File: src/rtl/load_store_unit_if.sv
// Request/response handshake plus the byte-wide memory bus of the load/store unit.
// The master side is the datapath together with the data memory; the slave is the unit.
interface load_store_unit_if;
  logic        req_valid;
  logic        req_ready;
  logic        req_write;
  logic [2:0]  req_funct3;
  logic [63:0] req_addr;
  logic [63:0] req_wdata;
  logic        resp_valid;
  logic        resp_err;
  logic [63:0] resp_rdata;
  logic [63:0] mem_addr;
  logic [7:0]  mem_wdata;
  logic        mem_write;
  logic        mem_read;
  logic [7:0]  mem_rdata;

  modport master (
    output req_valid, req_write, req_funct3, req_addr, req_wdata, mem_rdata,
    input  req_ready, resp_valid, resp_err, resp_rdata,
    input  mem_addr, mem_wdata, mem_write, mem_read
  );

  modport slave (
    input  req_valid, req_write, req_funct3, req_addr, req_wdata, mem_rdata,
    output req_ready, resp_valid, resp_err, resp_rdata,
    output mem_addr, mem_wdata, mem_write, mem_read
  );
endinterface

File: src/rtl/load_store_unit.sv
// Byte-serial RV64 load/store master: splits a 1/2/4/8-byte access into little-endian
// byte cycles on the data memory and returns an extended load result with a response pulse.
//
// state  | meaning
// IDLE   | ready for a request; request fields latched on accept
// ACCESS | one memory byte per cycle, byte index k = 0..N-1
// DONE   | one-cycle response (data or error)
module load_store_unit #(
  parameter int MEM_BYTES = 64
) (
  input logic               clk,
  input logic               reset,
  load_store_unit_if.slave  bus
);

  typedef enum logic [1:0] {IDLE, ACCESS, DONE} state_t;

  state_t      state;
  logic [2:0]  k;
  logic [2:0]  last_k;
  logic [63:0] addr_q;
  logic [63:0] wdata_q;
  logic        write_q;
  logic        uns_q;
  logic [1:0]  size_q;
  logic [63:0] rbuf;

  logic        resp_valid_q;
  logic        resp_err_q;
  logic [63:0] resp_rdata_q;
  logic [63:0] mem_addr_q;
  logic [7:0]  mem_wdata_q;
  logic        mem_write_q;
  logic        mem_read_q;

  logic [3:0]  req_n;
  logic [64:0] req_end;
  logic        req_err;
  logic [63:0] rbuf_merged;
  logic [2:0]  k_nxt;

  // End address is formed in 65 bits so a huge base address cannot wrap into range.
  always_comb begin
    req_n       = 4'd1 << bus.req_funct3[1:0];
    req_end     = {1'b0, bus.req_addr} + 65'(req_n);
    req_err     = (bus.req_funct3 == 3'b111)
                || (bus.req_write && bus.req_funct3[2])
                || ((bus.req_addr[3:0] & (req_n - 4'd1)) != 4'd0)
                || (req_end > 65'(MEM_BYTES));
    rbuf_merged = rbuf;
    rbuf_merged[{k, 3'b000} +: 8] = bus.mem_rdata;
    k_nxt       = k + 3'd1;
  end

  function automatic logic [63:0] extend(input logic [63:0] d, input logic [1:0] size,
                                         input logic uns);
    case (size)
      2'd0:    extend = uns ? {56'd0, d[7:0]}  : {{56{d[7]}}, d[7:0]};
      2'd1:    extend = uns ? {48'd0, d[15:0]} : {{48{d[15]}}, d[15:0]};
      2'd2:    extend = uns ? {32'd0, d[31:0]} : {{32{d[31]}}, d[31:0]};
      default: extend = d;
    endcase
  endfunction

  always_ff @(posedge clk) begin
    if (reset) begin
      state        <= IDLE;
      k            <= '0;
      last_k       <= '0;
      addr_q       <= '0;
      wdata_q      <= '0;
      write_q      <= 1'b0;
      uns_q        <= 1'b0;
      size_q       <= '0;
      rbuf         <= '0;
      resp_valid_q <= 1'b0;
      resp_err_q   <= 1'b0;
      resp_rdata_q <= '0;
      mem_addr_q   <= '0;
      mem_wdata_q  <= '0;
      mem_write_q  <= 1'b0;
      mem_read_q   <= 1'b0;
    end else begin
      case (state)
        IDLE: begin
          if (bus.req_valid) begin
            addr_q  <= bus.req_addr;
            wdata_q <= bus.req_wdata;
            write_q <= bus.req_write;
            uns_q   <= bus.req_funct3[2];
            size_q  <= bus.req_funct3[1:0];
            last_k  <= 3'(req_n - 4'd1);
            k       <= '0;
            rbuf    <= '0;
            if (req_err) begin
              state        <= DONE;
              resp_valid_q <= 1'b1;
              resp_err_q   <= 1'b1;
              resp_rdata_q <= '0;
            end else begin
              state       <= ACCESS;
              mem_addr_q  <= bus.req_addr;
              mem_wdata_q <= bus.req_wdata[7:0];
              mem_write_q <= bus.req_write;
              mem_read_q  <= !bus.req_write;
            end
          end
        end
        ACCESS: begin
          if (!write_q) rbuf <= rbuf_merged;
          if (k == last_k) begin
            state        <= DONE;
            mem_addr_q   <= '0;
            mem_wdata_q  <= '0;
            mem_write_q  <= 1'b0;
            mem_read_q   <= 1'b0;
            resp_valid_q <= 1'b1;
            resp_err_q   <= 1'b0;
            resp_rdata_q <= write_q ? 64'd0 : extend(rbuf_merged, size_q, uns_q);
          end else begin
            k           <= k_nxt;
            mem_addr_q  <= addr_q + 64'(k_nxt);
            mem_wdata_q <= wdata_q[{k_nxt, 3'b000} +: 8];
          end
        end
        DONE: begin
          state        <= IDLE;
          resp_valid_q <= 1'b0;
          resp_err_q   <= 1'b0;
          resp_rdata_q <= '0;
        end
        default: state <= IDLE;
      endcase
    end
  end

  assign bus.req_ready  = (state == IDLE) && !reset;
  assign bus.resp_valid = resp_valid_q;
  assign bus.resp_err   = resp_err_q;
  assign bus.resp_rdata = resp_rdata_q;
  assign bus.mem_addr   = mem_addr_q;
  assign bus.mem_wdata  = mem_wdata_q;
  assign bus.mem_write  = mem_write_q;
  assign bus.mem_read   = mem_read_q;

endmodule

File: src/flat_wrapper.sv
// flat-port wrapper written by rule: the top's interface ports become plain ports
module load_store_unit_flat 
#(
  parameter int MEM_BYTES = 64
)
  (clk, reset, bus_req_valid, bus_req_write, bus_req_funct3, bus_req_addr, bus_req_wdata, bus_mem_rdata, bus_req_ready, bus_resp_valid, bus_resp_err, bus_resp_rdata, bus_mem_addr, bus_mem_wdata, bus_mem_write, bus_mem_read);
  load_store_unit_if bus_i ();
  input logic clk;
  input logic reset;
  input wire logic [$bits(bus_i.req_valid)-1:0] bus_req_valid;
  input wire logic [$bits(bus_i.req_write)-1:0] bus_req_write;
  input wire logic [$bits(bus_i.req_funct3)-1:0] bus_req_funct3;
  input wire logic [$bits(bus_i.req_addr)-1:0] bus_req_addr;
  input wire logic [$bits(bus_i.req_wdata)-1:0] bus_req_wdata;
  input wire logic [$bits(bus_i.mem_rdata)-1:0] bus_mem_rdata;
  output wire logic [$bits(bus_i.req_ready)-1:0] bus_req_ready;
  output wire logic [$bits(bus_i.resp_valid)-1:0] bus_resp_valid;
  output wire logic [$bits(bus_i.resp_err)-1:0] bus_resp_err;
  output wire logic [$bits(bus_i.resp_rdata)-1:0] bus_resp_rdata;
  output wire logic [$bits(bus_i.mem_addr)-1:0] bus_mem_addr;
  output wire logic [$bits(bus_i.mem_wdata)-1:0] bus_mem_wdata;
  output wire logic [$bits(bus_i.mem_write)-1:0] bus_mem_write;
  output wire logic [$bits(bus_i.mem_read)-1:0] bus_mem_read;
  assign bus_i.req_valid = bus_req_valid;
  assign bus_i.req_write = bus_req_write;
  assign bus_i.req_funct3 = bus_req_funct3;
  assign bus_i.req_addr = bus_req_addr;
  assign bus_i.req_wdata = bus_req_wdata;
  assign bus_i.mem_rdata = bus_mem_rdata;
  assign bus_req_ready = bus_i.req_ready;
  assign bus_resp_valid = bus_i.resp_valid;
  assign bus_resp_err = bus_i.resp_err;
  assign bus_resp_rdata = bus_i.resp_rdata;
  assign bus_mem_addr = bus_i.mem_addr;
  assign bus_mem_wdata = bus_i.mem_wdata;
  assign bus_mem_write = bus_i.mem_write;
  assign bus_mem_read = bus_i.mem_read;
  load_store_unit #(.MEM_BYTES(MEM_BYTES)) u_core (.clk(clk), .reset(reset), .bus(bus_i));
endmodule
File: config.mk
export PLATFORM = sky130hd
export DESIGN_NAME = load_store_unit_flat
export DESIGN_NICKNAME = d
export VERILOG_FILES = /design/src/rtl/load_store_unit_if.sv /design/src/rtl/load_store_unit.sv /design/src/flat_wrapper.sv
export SDC_FILE = /design/constraint.sdc
export NUM_CORES = 1
export LEC_CHECK = 0
export CORE_MARGIN = 8
export CORE_UTILIZATION = 51
export CTS_BUF_LIST = sky130_fd_sc_hd__clkbuf_4 sky130_fd_sc_hd__clkbuf_8
export CTS_CLUSTER_DIAMETER = 100
export DETAILED_ROUTE_END_ITERATION = 8
export GPL_TIMING_DRIVEN = 0
export HOLD_SLACK_MARGIN = 0.06
export PLACE_DENSITY = 0.82
export SETUP_SLACK_MARGIN = 0.2
export SYNTH_ARGS = -nofsm -noshare
export SYNTH_HDL_FRONTEND = slang
export SYNTH_SLANG_ARGS = --single-unit
File: constraint.sdc
create_clock -name clk -period 3.6 [get_ports clk]
set_input_delay 0.36 -clock clk [delete_from_list [all_inputs] [get_ports clk]]
set_output_delay 0.36 -clock clk [all_outputs]
set_load 0.1 [all_outputs]
## Word level (Yosys, flattened, before mapping)

Index checks and enable logic that the tools add are counted.

- Input bits: 143
- Output and inout bits: 141
- Flip-flop bits (word level): 344
- Word-level logic and storage cells: 98

- Shifts and indexed selects: 4
- Magnitude comparators: 1
- $add $sub $neg: 5
- Equal/unequal tests: 12
- Reduce and logical (&&, ||, !) cells: 19
- Muxes and demuxes: 40
- Bitwise operators: 1

Operators by type and width:

| operator | number |
|---|---|
| $mux W64 | 12 |
| $pmux W64 S3 | 2 |
| $pmux W64 S2 | 2 |
| $add A64 B4 Y65 | 1 |
| $gt A65 B7 Y1 const B | 1 |
| $add A64 B3 Y64 | 1 |
| $bwmux W64 | 1 |
| $shift A8 B8 Y64 const A | 1 |
| $shiftx A64 B7 Y8 | 1 |
| $shiftx A8 B8 Y64 | 1 |
| $mux W8 | 3 |
| $pmux W8 S2 | 1 |
| $reduce_and A3 Y1 | 3 |
| $mux W1 | 8 |
| $ne A2 B2 Y1 const B | 4 |
| $neg A6 Y8 | 1 |
| $reduce_and A4 Y1 | 2 |
| $mux W2 | 3 |
| $mux W3 | 2 |
| $pmux W1 S3 | 2 |
| $pmux W3 S2 | 1 |
| $and A4 B4 Y4 | 1 |
| $eq A2 B1 Y1 const B | 2 |
| $eq A2 B2 Y1 const B | 2 |
| other kinds (16) | 24 |

## Longest topological paths before layout

Gate-level depths: netlist of the first run.

- Word-level depth: 9
- Mapped depth: 16

## Least setup slack after synthesis of the first run

OpenSTA, ideal clock, no wires.

- Kind: register to register
- From: register u_core.k[0]
- To: register u_core.resp_rdata_q[31] (netlist: u_core.bus.resp_rdata[31])
- Clock period less this slack: 3539 ps
- Setup slack: 61 ps
- Arrival: 3471 ps
- Cell stages (with the launch flop): 14
- Buffers on the path: 2
- Path through: dfxtp_1 > clkbuf_1 > inv_1 > ha_1 > clkbuf_1 > nor2_1 > nand4_1 > mux2i_1 > nor2b_1 > a2111oi_2 > clkinv_1 > a21oi_1 > mux2i_1 > nor2_1

- Word-level cells in the longest chain between the ends: 8
- Elaborated cells on any way between the ends: 14
- Those cells by class: add/sub (1); eq/ne (2); shift (2); mux (8); reduce/logical (1)

Ends and longest elaborated chain:

| item | RTL line | text |
|---|---|---|
| start, declared | load_store_unit.sv:19 | `logic [2:0] k;` |
| start signal, assigned | load_store_unit.sv:121 | `k <= k_nxt;` |
| $neg A6 Y8 | load_store_unit.sv:51 | `rbuf_merged[{k, 3'b000} +: 8] = bus.mem_rdata;` |
| $shiftx A8 B8 Y64 / $shift A8 B8 Y64 (equally long branches) | load_store_unit.sv:51 |  |
| $bwmux W64 | load_store_unit.sv:51 |  |
| $mux W64 (on tied branches) | load_store_unit.sv:60, load_store_unit.sv:58, load_store_unit.sv:59 |  |
| $pmux W64 S3 | load_store_unit.sv:57 | `case (size)` |
| $mux W64 | load_store_unit.sv:119 | `resp_rdata_q <= write_q ? 64'd0 : extend(rbuf_merged, size_q, uns_q);` |
| $mux W64 | load_store_unit.sv:111 | `if (k == last_k) begin` |
| $pmux W64 S3 | load_store_unit.sv:84 | `case (state)` |
| end signal, assigned | load_store_unit.sv:119 |  |
| end, declared | load_store_unit.sv:30 | `logic [63:0] resp_rdata_q;` |

Parallel ways exist; a longest one is shown, timed or not. The select of a mux whose other input is x is not followed.
A chain may end at the register's enable or synchronous reset.

## Final worst setup path of the first run

- From: input port bus_req_addr[36]
- To: register u_core.resp_rdata_q[27] (netlist: u_core.bus.resp_rdata[27])

- Word-level cells in the longest chain between the ends: 5

Ends and longest elaborated chain:

| item | RTL line | text |
|---|---|---|
| start, declared | flat_wrapper.sv:13 | `input wire logic [$bits(bus_i.req_addr)-1:0] bus_req_addr;` |
| $add A64 B4 Y65 | load_store_unit.sv:45 | `req_end = {1'b0, bus.req_addr} + 65'(req_n);` |
| $gt A65 B7 Y1 | load_store_unit.sv:49 | `\|\| (req_end > 65'(MEM_BYTES));` |
| $logic_or A1 B1 Y1 | load_store_unit.sv:49 |  |
| $ne A2 B1 Y1 (no line) | - |  |
| $reduce_and A4 Y1 (no line) | - |  |

No other way between the ends.

==> flow_summary_export.csv, run 1 <==
group,metric,value,unit
finish,final_util,68.6,%
finish,nNetsFinal,2877,
die,die_w,203,µm
synthesis,async_reset_ff_share,0,%
timing,finalCritPeriodShare,95.0,%
detailed_routing,via_per_inst,6.16,
synthesis,yosysMostFrequentCell,"nand2_1",
die,ioPinCount,284,
synthesis,synthTopCellsByCount,"nand2_1 (467), dfxtp_1 (344), a21oi_1 (315)",
timing,min_period,3.42,ns
detailed_routing,wl,71300,µm
detailed_routing,vias,19820,
clocking,clk_latency,0.69,ns
global_routing,grt_max_degree,18,
critical_path,cp_slowest_cell,"clkdlybuf4s50_1",
synthesis,ys_seq_area_share,38.5,%
power_and_ir_drop,clkPwrFrac,40.1,%
detailed_routing,drc,0,
timing,hold_violations,0,
critical_path,critical_path.endpoint_type,"flop",
finish,fillers,2829,
global_routing,grt_usage,32.1,%
synthesis,synth.area.top_cells,"dfxtp_1 (38%), nand2_1 (9.8%), a21oi_1 (8.8%)",
timing,fmax,0.292,GHz
synthesis,synth_area,17900,µm²
power_and_ir_drop,p_switching,3.17,mW
critical_path,crit_top_cell,"nand4_1",
die,dieArea,41400,µm²
timing,tightest_slew,1.10,ns
synthesis,synth_seq_cells,344,
critical_path,path_buf_inv,4,
placement,place.gp.congestion,0.987,
power_and_ir_drop,swShare,31.8,%
critical_path,critical_path.max_fanout,10,
clocking,cts_root_buf,"clkbuf_8",
synthesis,synth-warning-count,0,
synthesis,syn-num-nets,2492,
placement,hpwl,52000,µm
critical_path,slowest_delay,0.66,ns
synthesis,syn_inst,2333,
global_routing,antenna_found_initial,3,
die,num_rows,68,
timing,whs,0.0614,ns
timing,maxSlewViolCount,0,
power_and_ir_drop,peakVddDrop,0.313,mV
synthesis,yosys.area.top_type,"dfxtp_1",
power_and_ir_drop,p_seq_share,41.0,%
clocking,cts_tree,"done",
detailed_routing,wl_per_cell,22.2,µm
outcome,status,"completed",
finish,syn2layout_area_growth,32.4,%
hold_path,hold_path.class,"in -> reg",
critical_path,crit_type,"in -> reg",
timing,setup_viol,0,
clocking,clockBufferDepth,3,
placement,io_buffer_count,256,
flow_run,cap_violations,0,
timing,setup_ws,0.179,ns
global_routing,grt.overflow.total,0,
global_routing,grt_pass1_wl,106000,µm
die,initial_core_util,51.8,%
detailed_routing,drt_iter0_drc,1991,
clocking,cts_buffers,55,
placement,placed_cell_area,21100,µm²
timing,rsz0062_at_grt,"no",
finish,drive_gt1_share,12.2,%
clocking,clock_sinks,344,
timing,slew_headroom,26.3,%
critical_path,crit_path_start_kind,"input pin",
synthesis,synth_cell_types,78,
placement,place_ws,-1.39,ns
clocking,path_clk_slew,0.07,ns
timing,finalClockSkew,0.0340,ns
finish,fin_area,23700,µm²
detailed_routing,first_pass_iters,6,
synthesis,synth_ff_type,"dfxtp_1",
power_and_ir_drop,p_comb_share,18.9,%
critical_path,path_delay_family,"simple AND/OR/NAND/NOR gates",
power_and_ir_drop,p_leak,8.46,nW
die,fp.coreArea,34500,µm²
critical_path,worstPathRequired,4.14,ns
power_and_ir_drop,p_int,6.80,mW
power_and_ir_drop,powerDensity,421,nW/µm²
clocking,htree_levels,2,
global_routing,grt_pass1_vias,18731,
critical_path,path_cells,"clkdlybuf4s50_1 > nand4_1 > buf_4 > nor4_1 > xnor2_1 > nand4_1 > a2111o_1 > nor4_4 > and4_4 > a31oi_4 > buf_6 > buf_2 > o211ai_1 > o21ai_0",
critical_path,critPathArrivalTime,3.97,ns
finish,finalNonFillerCells,3219,
synthesis,synth_edf_count,0,
synthesis,syn_avg_cell_area,7.67,µm²
synthesis,yosysTopAreaCellShare,38.5,%
placement,dp_cells,3045,
detailed_routing,antenna_left,0,
die,die_y,203,µm
[stage by stage]
step                TNS [ns]  total power, mW
CTS                        0             9.88
floorplan                  0             5.26
global placement     -169.11             5.86
global route               0             10.3
finish                     0             9.97
detailed placement   -165.01             5.89
[area by class of cell]
class	instances	area, µm²	area share, %
antenna	3	7.51	0.0317
tap	455	569	2.40
multi-input combinational	1770	10800	45.4
clock buffer	81	1050	4.44
inverter	30	114	0.480
buffer	190	883	3.73
timing repair buffer	327	3170	13.4
clock inverter	19	270	1.14
sequential	344	6890	29.1
[power by group through the flow]
stage / sequential [mW] / combinational, mW / clock, mW
2_1_floorplan: 4.50 / 0.754 / 0
3_3_place_gp: 4.16 / 1.70 / 0
3_5_place_dp: 4.16 / 1.73 / 0
4_1_cts: 4.08 / 1.79 / 4.01
5_1_grt: 4.10 / 1.97 / 4.19
6_report: 4.09 / 1.88 / 4.00
[placed cells by master (no fill, tap or decap), types with 14 or more instances in the layout]
cell,Yosys,layout
nor2_1,194,189
a21oi_1,315,312
clkbuf_8,0,72
a22o_1,20,20
mux4_2,16,16
clkbuf_2,2,14
clkbuf_4,0,15
nand3_1,68,62
dfxtp_1,344,343
nor3_1,113,102
a22oi_1,28,28
xor2_1,42,41
o21ai_0,66,61
o2bb2ai_1,15,15
o21ai_1,24,28
buf_2,19,15
dlymetal6s2s_1,0,21
and3_1,16,15
clkbuf_1,147,132
clkdlybuf4s50_1,0,221
nand4_1,47,47
xnor2_1,46,45
buf_4,3,62
a311oi_1,21,21
mux2i_1,73,71
nand2_1,467,462
inv_1,28,27
[state kept, by name, indices dropped and copies added (netlist names)]
name,cells
u_core.bus.resp_rdata,64
u_core.bus.resp_valid,1
u_core.size_q,2
u_core.k,3
u_core.bus.mem_read,1
u_core.wdata_q,64
u_core.uns_q,1
u_core.bus.resp_err,1
u_core.bus.mem_addr,64
u_core.addr_q,64
u_core.bus.mem_wdata,8
u_core.state,2
u_core.write_q,1
u_core.rbuf,64
u_core.last_k,3
u_core.bus.mem_write,1
[what timing repair did]
action,in CTS,in global routing
gates resized for setup,115,96
cloned,0,3
hold buffers,7,2
pin swaps,19,31
hold endpoints to repair,7,3
setup endpoints to repair,167,134
buffers inserted,32,27
[cell families after synthesis]
kind of cell	after synthesis	synth area share [%]
xor+xnor	88	4.30
buf+inv	220	4.99
compound gates	564	18.8
flops	344	38.5
simple gates	1003	25.6
mux	98	6.66
fa+ha+maj	16	1.20
[path summary, 6_finish.rpt]
check,slack (ns),from,depth (start not counted),to
max,0.18,bus_req_addr[36],14,u_core.bus.resp_rdata[27]
min,0.06,bus_req_addr[43],3,u_core.addr_q[43]
max reg2reg,0.22,u_core.state[1],8,u_core.bus.mem_addr[33]
min reg2reg,0.45,u_core.bus.resp_rdata[52],2,u_core.bus.resp_rdata[52]
[worst register-to-register path, delay by kind of cell, from the launching register on]
kind / cells / cell delay, ns
AO/OA/AOI/OAI: 2 / 0.58
adder cells (fa/ha/maj): 1 / 0.28
buffers and inverters: 5 / 2.07
flip-flops: 1 / 0.34
[per-layer routing]
metal	vias to the layer above	part of all wire [%]	global-route usage [%]
met5	-	0.035	0
met4	4	5.5	16.7
met3	257	11	7.39
met2	1208	46	52.5
met1	9367	38	38.9
li1	8984	-	-
(Power assumes the default switching activity.)
==> run 2: changes to the inputs <==
ABC_CLOCK_PERIOD_IN_PS = 3600   (was default)
==> results of run 2 <==
Same layout as run 1: the final DEF is identical, and so are final timing and power.
==> run 3: changes to the inputs <==
GPL_TIMING_DRIVEN = default   (was 0)
PLACE_DENSITY = 0.79   (was 0.82)
==> run 3 against run 2 <==
Effect of this change:
- wire length shrank 12%
- sequential power is essentially flat
- critical endpoint is now u_core.bus.mem_addr[55]
- die area is the same
==> flow_summary_export.csv, run 3 (synthesized netlist as in run 1, its figures left out) <==
group,metric,value,unit
die,initial_core_util,51.8,%
timing,slew_headroom,25.1,%
finish,fin_area,24000,µm²
clocking,cts_buffers,58,
die,die_y,203,µm
die,fp.coreArea,34500,µm²
die,dieArea,41400,µm²
clocking,cts_tree,"done",
power_and_ir_drop,powerDensity,410,nW/µm²
global_routing,grt_pass1_wl,97900,µm
clocking,cts_root_buf,"clkbuf_8",
detailed_routing,vias,19074,
placement,hpwl,44100,µm
global_routing,grt_pass1_vias,18324,
clocking,htree_levels,2,
finish,layout_commonest_cell,"nand2_1",
finish,final_cell_mix,"nand2_1 (464), dfxtp_1 (342), a21oi_1 (312)",
timing,rsz0062_at_grt,"yes",
critical_path,critical_path.endpoint_type,"flop",
global_routing,busiest_layer,"met2",
critical_path,crit_path_start_kind,"input pin",
global_routing,grt_use_met3,5.68,%
timing,whs,0.139,ns
outcome,status,"completed",
clocking,clock_sinks,344,
placement,placed_cell_area,22200,µm²
die,num_rows,68,
timing,finalCritPeriodShare,92.7,%
die,ioPinCount,284,
detailed_routing,wl,62900,µm
timing,fmax,0.300,GHz
clocking,path_clk_slew,0.06,ns
global_routing,grt_usage,28.8,%
global_routing,grt_use_met1,35.3,%
global_routing,antenna_found_initial,2,
power_and_ir_drop,peakVddDrop,0.274,mV
detailed_routing,wl_per_cell,19.7,µm
critical_path,crit_type,"in -> reg",
power_and_ir_drop,total_power,9.85,mW
finish,drive_gt1_share,15.5,%
finish,nNetsFinal,2856,
critical_path,critPathArrivalTime,3.86,ns
placement,place.gp.congestion,0.985,
detailed_routing,drt_iter0_drc,1701,
detailed_routing,drc,0,
finish,fillers,2790,
die,die_w,203,µm
detailed_routing,first_pass_iters,8,
flow_run,cap_violations,0,
clocking,clockBufferDepth,3,
timing,min_period,3.34,ns
global_routing,grt_max_degree,138,
critical_path,worstPathRequired,4.12,ns
hold_path,hold_path.class,"in -> reg",
placement,io_buffer_count,283,
timing,hold_violations,0,
detailed_routing,via_per_inst,5.96,
global_routing,met2_usage,48.5,%
clocking,clk_latency,0.66,ns
timing,finalClockSkew,0.0412,ns
finish,syn2layout_area_growth,34.2,%
global_routing,grt.overflow.total,0,
detailed_routing,antenna_left,0,
critical_path,critical_path.max_fanout,9,
power_and_ir_drop,p_leak,8.70,nW
timing,maxSlewViolCount,0,
timing,tightest_slew,1.12,ns
timing,setup_viol,0,
[run 3: changes by cell type in the layout (fill, tap and decap cells not counted), moves of 13 or more]
cell	change
clkdlybuf4s50_1	+50
buf_1	-13
clkbuf_1	-132
buf_2	-15
dlymetal6s2s_1	-14
buf_4	+129
[run 3: critical path, stage by stage]
cell	delay, ns
clkbuf_2	0.13
buf_4	0.15
and2_4	0.16
ha_4	0.31
buf_12	0.11
nand3_4	0.08
a211oi_4	0.36
nand3_1	0.14
buf_6	0.16
o31ai_4	0.25
nand4_1	0.14
nor4_2	0.34
buf_4	0.18
nand4_4	0.11
o21ai_4	0.18
buf_12	0.18
clkbuf_16	0.16
a21oi_1	0.06
a311oi_1	0.26
[run 3: where the power goes]
part           total, mW  internal (mW)  switching (mW)
Clock               3.88           2.24            1.64
Sequential          4.09           3.96           0.125
Combinational       1.89          0.668            1.22
[run 3: layout make-up]
type	instances	area, µm²	area share (%)
timing repair buffer	494	4680	19.5
clock buffer	95	1190	4.97
tap	455	569	2.37
antenna	3	7.51	0.0313
multi-input combinational	1769	10500	43.5
clock inverter	11	119	0.495
inverter	30	113	0.469
sequential	344	6890	28.7
[run 3: what timing repair did]
action                                  4_1_cts  5_1_grt
endpoints found under the setup margin      140      131
setup buffers                                 4        8
resized for setup                            20       47
pin swaps                                    20       30
endpoints found under the hold margin         0        2
hold buffers                                  0        1
gates cloned                                  2        2
[run 3: per-stage QoR]
step | instances | util (%) | TNS (ns) | setup WS [ns]
finish | 3201 | 69.5 | 0 | 0.261
global route | 3200 | 69.5 | 0 | 0.142
CTS | 3187 | 68.7 | 0 | 0.190
detailed placement | 3075 | 64.4 | -93.66 | -0.815
global placement | 3075 | 64.4 | -75.28 | -0.637
floorplan | 2333 | - | 0 | 0.220
[run 3: layer usage]
metal,share of wire (%),vias up
met5,0,-
met4,4.4,0
met3,8.5,170
met2,47,960
met1,40,9019
li1,-,8925
[run 3: path summary, 6_finish.rpt]
| kind | startpoint | cells after the start | slack, ns | endpoint |
|---|---|---|---|---|
| max | bus_req_funct3[0] | 19 | 0.26 | u_core.bus.mem_addr[55] |
| max reg2reg | u_core.k[0] | 15 | 0.37 | u_core.bus.mem_addr[54] |
| min | bus_req_funct3[0] | 4 | 0.14 | u_core.size_q[0] |
| min reg2reg | u_core.bus.resp_rdata[51] | 2 | 0.45 | u_core.bus.resp_rdata[51] |
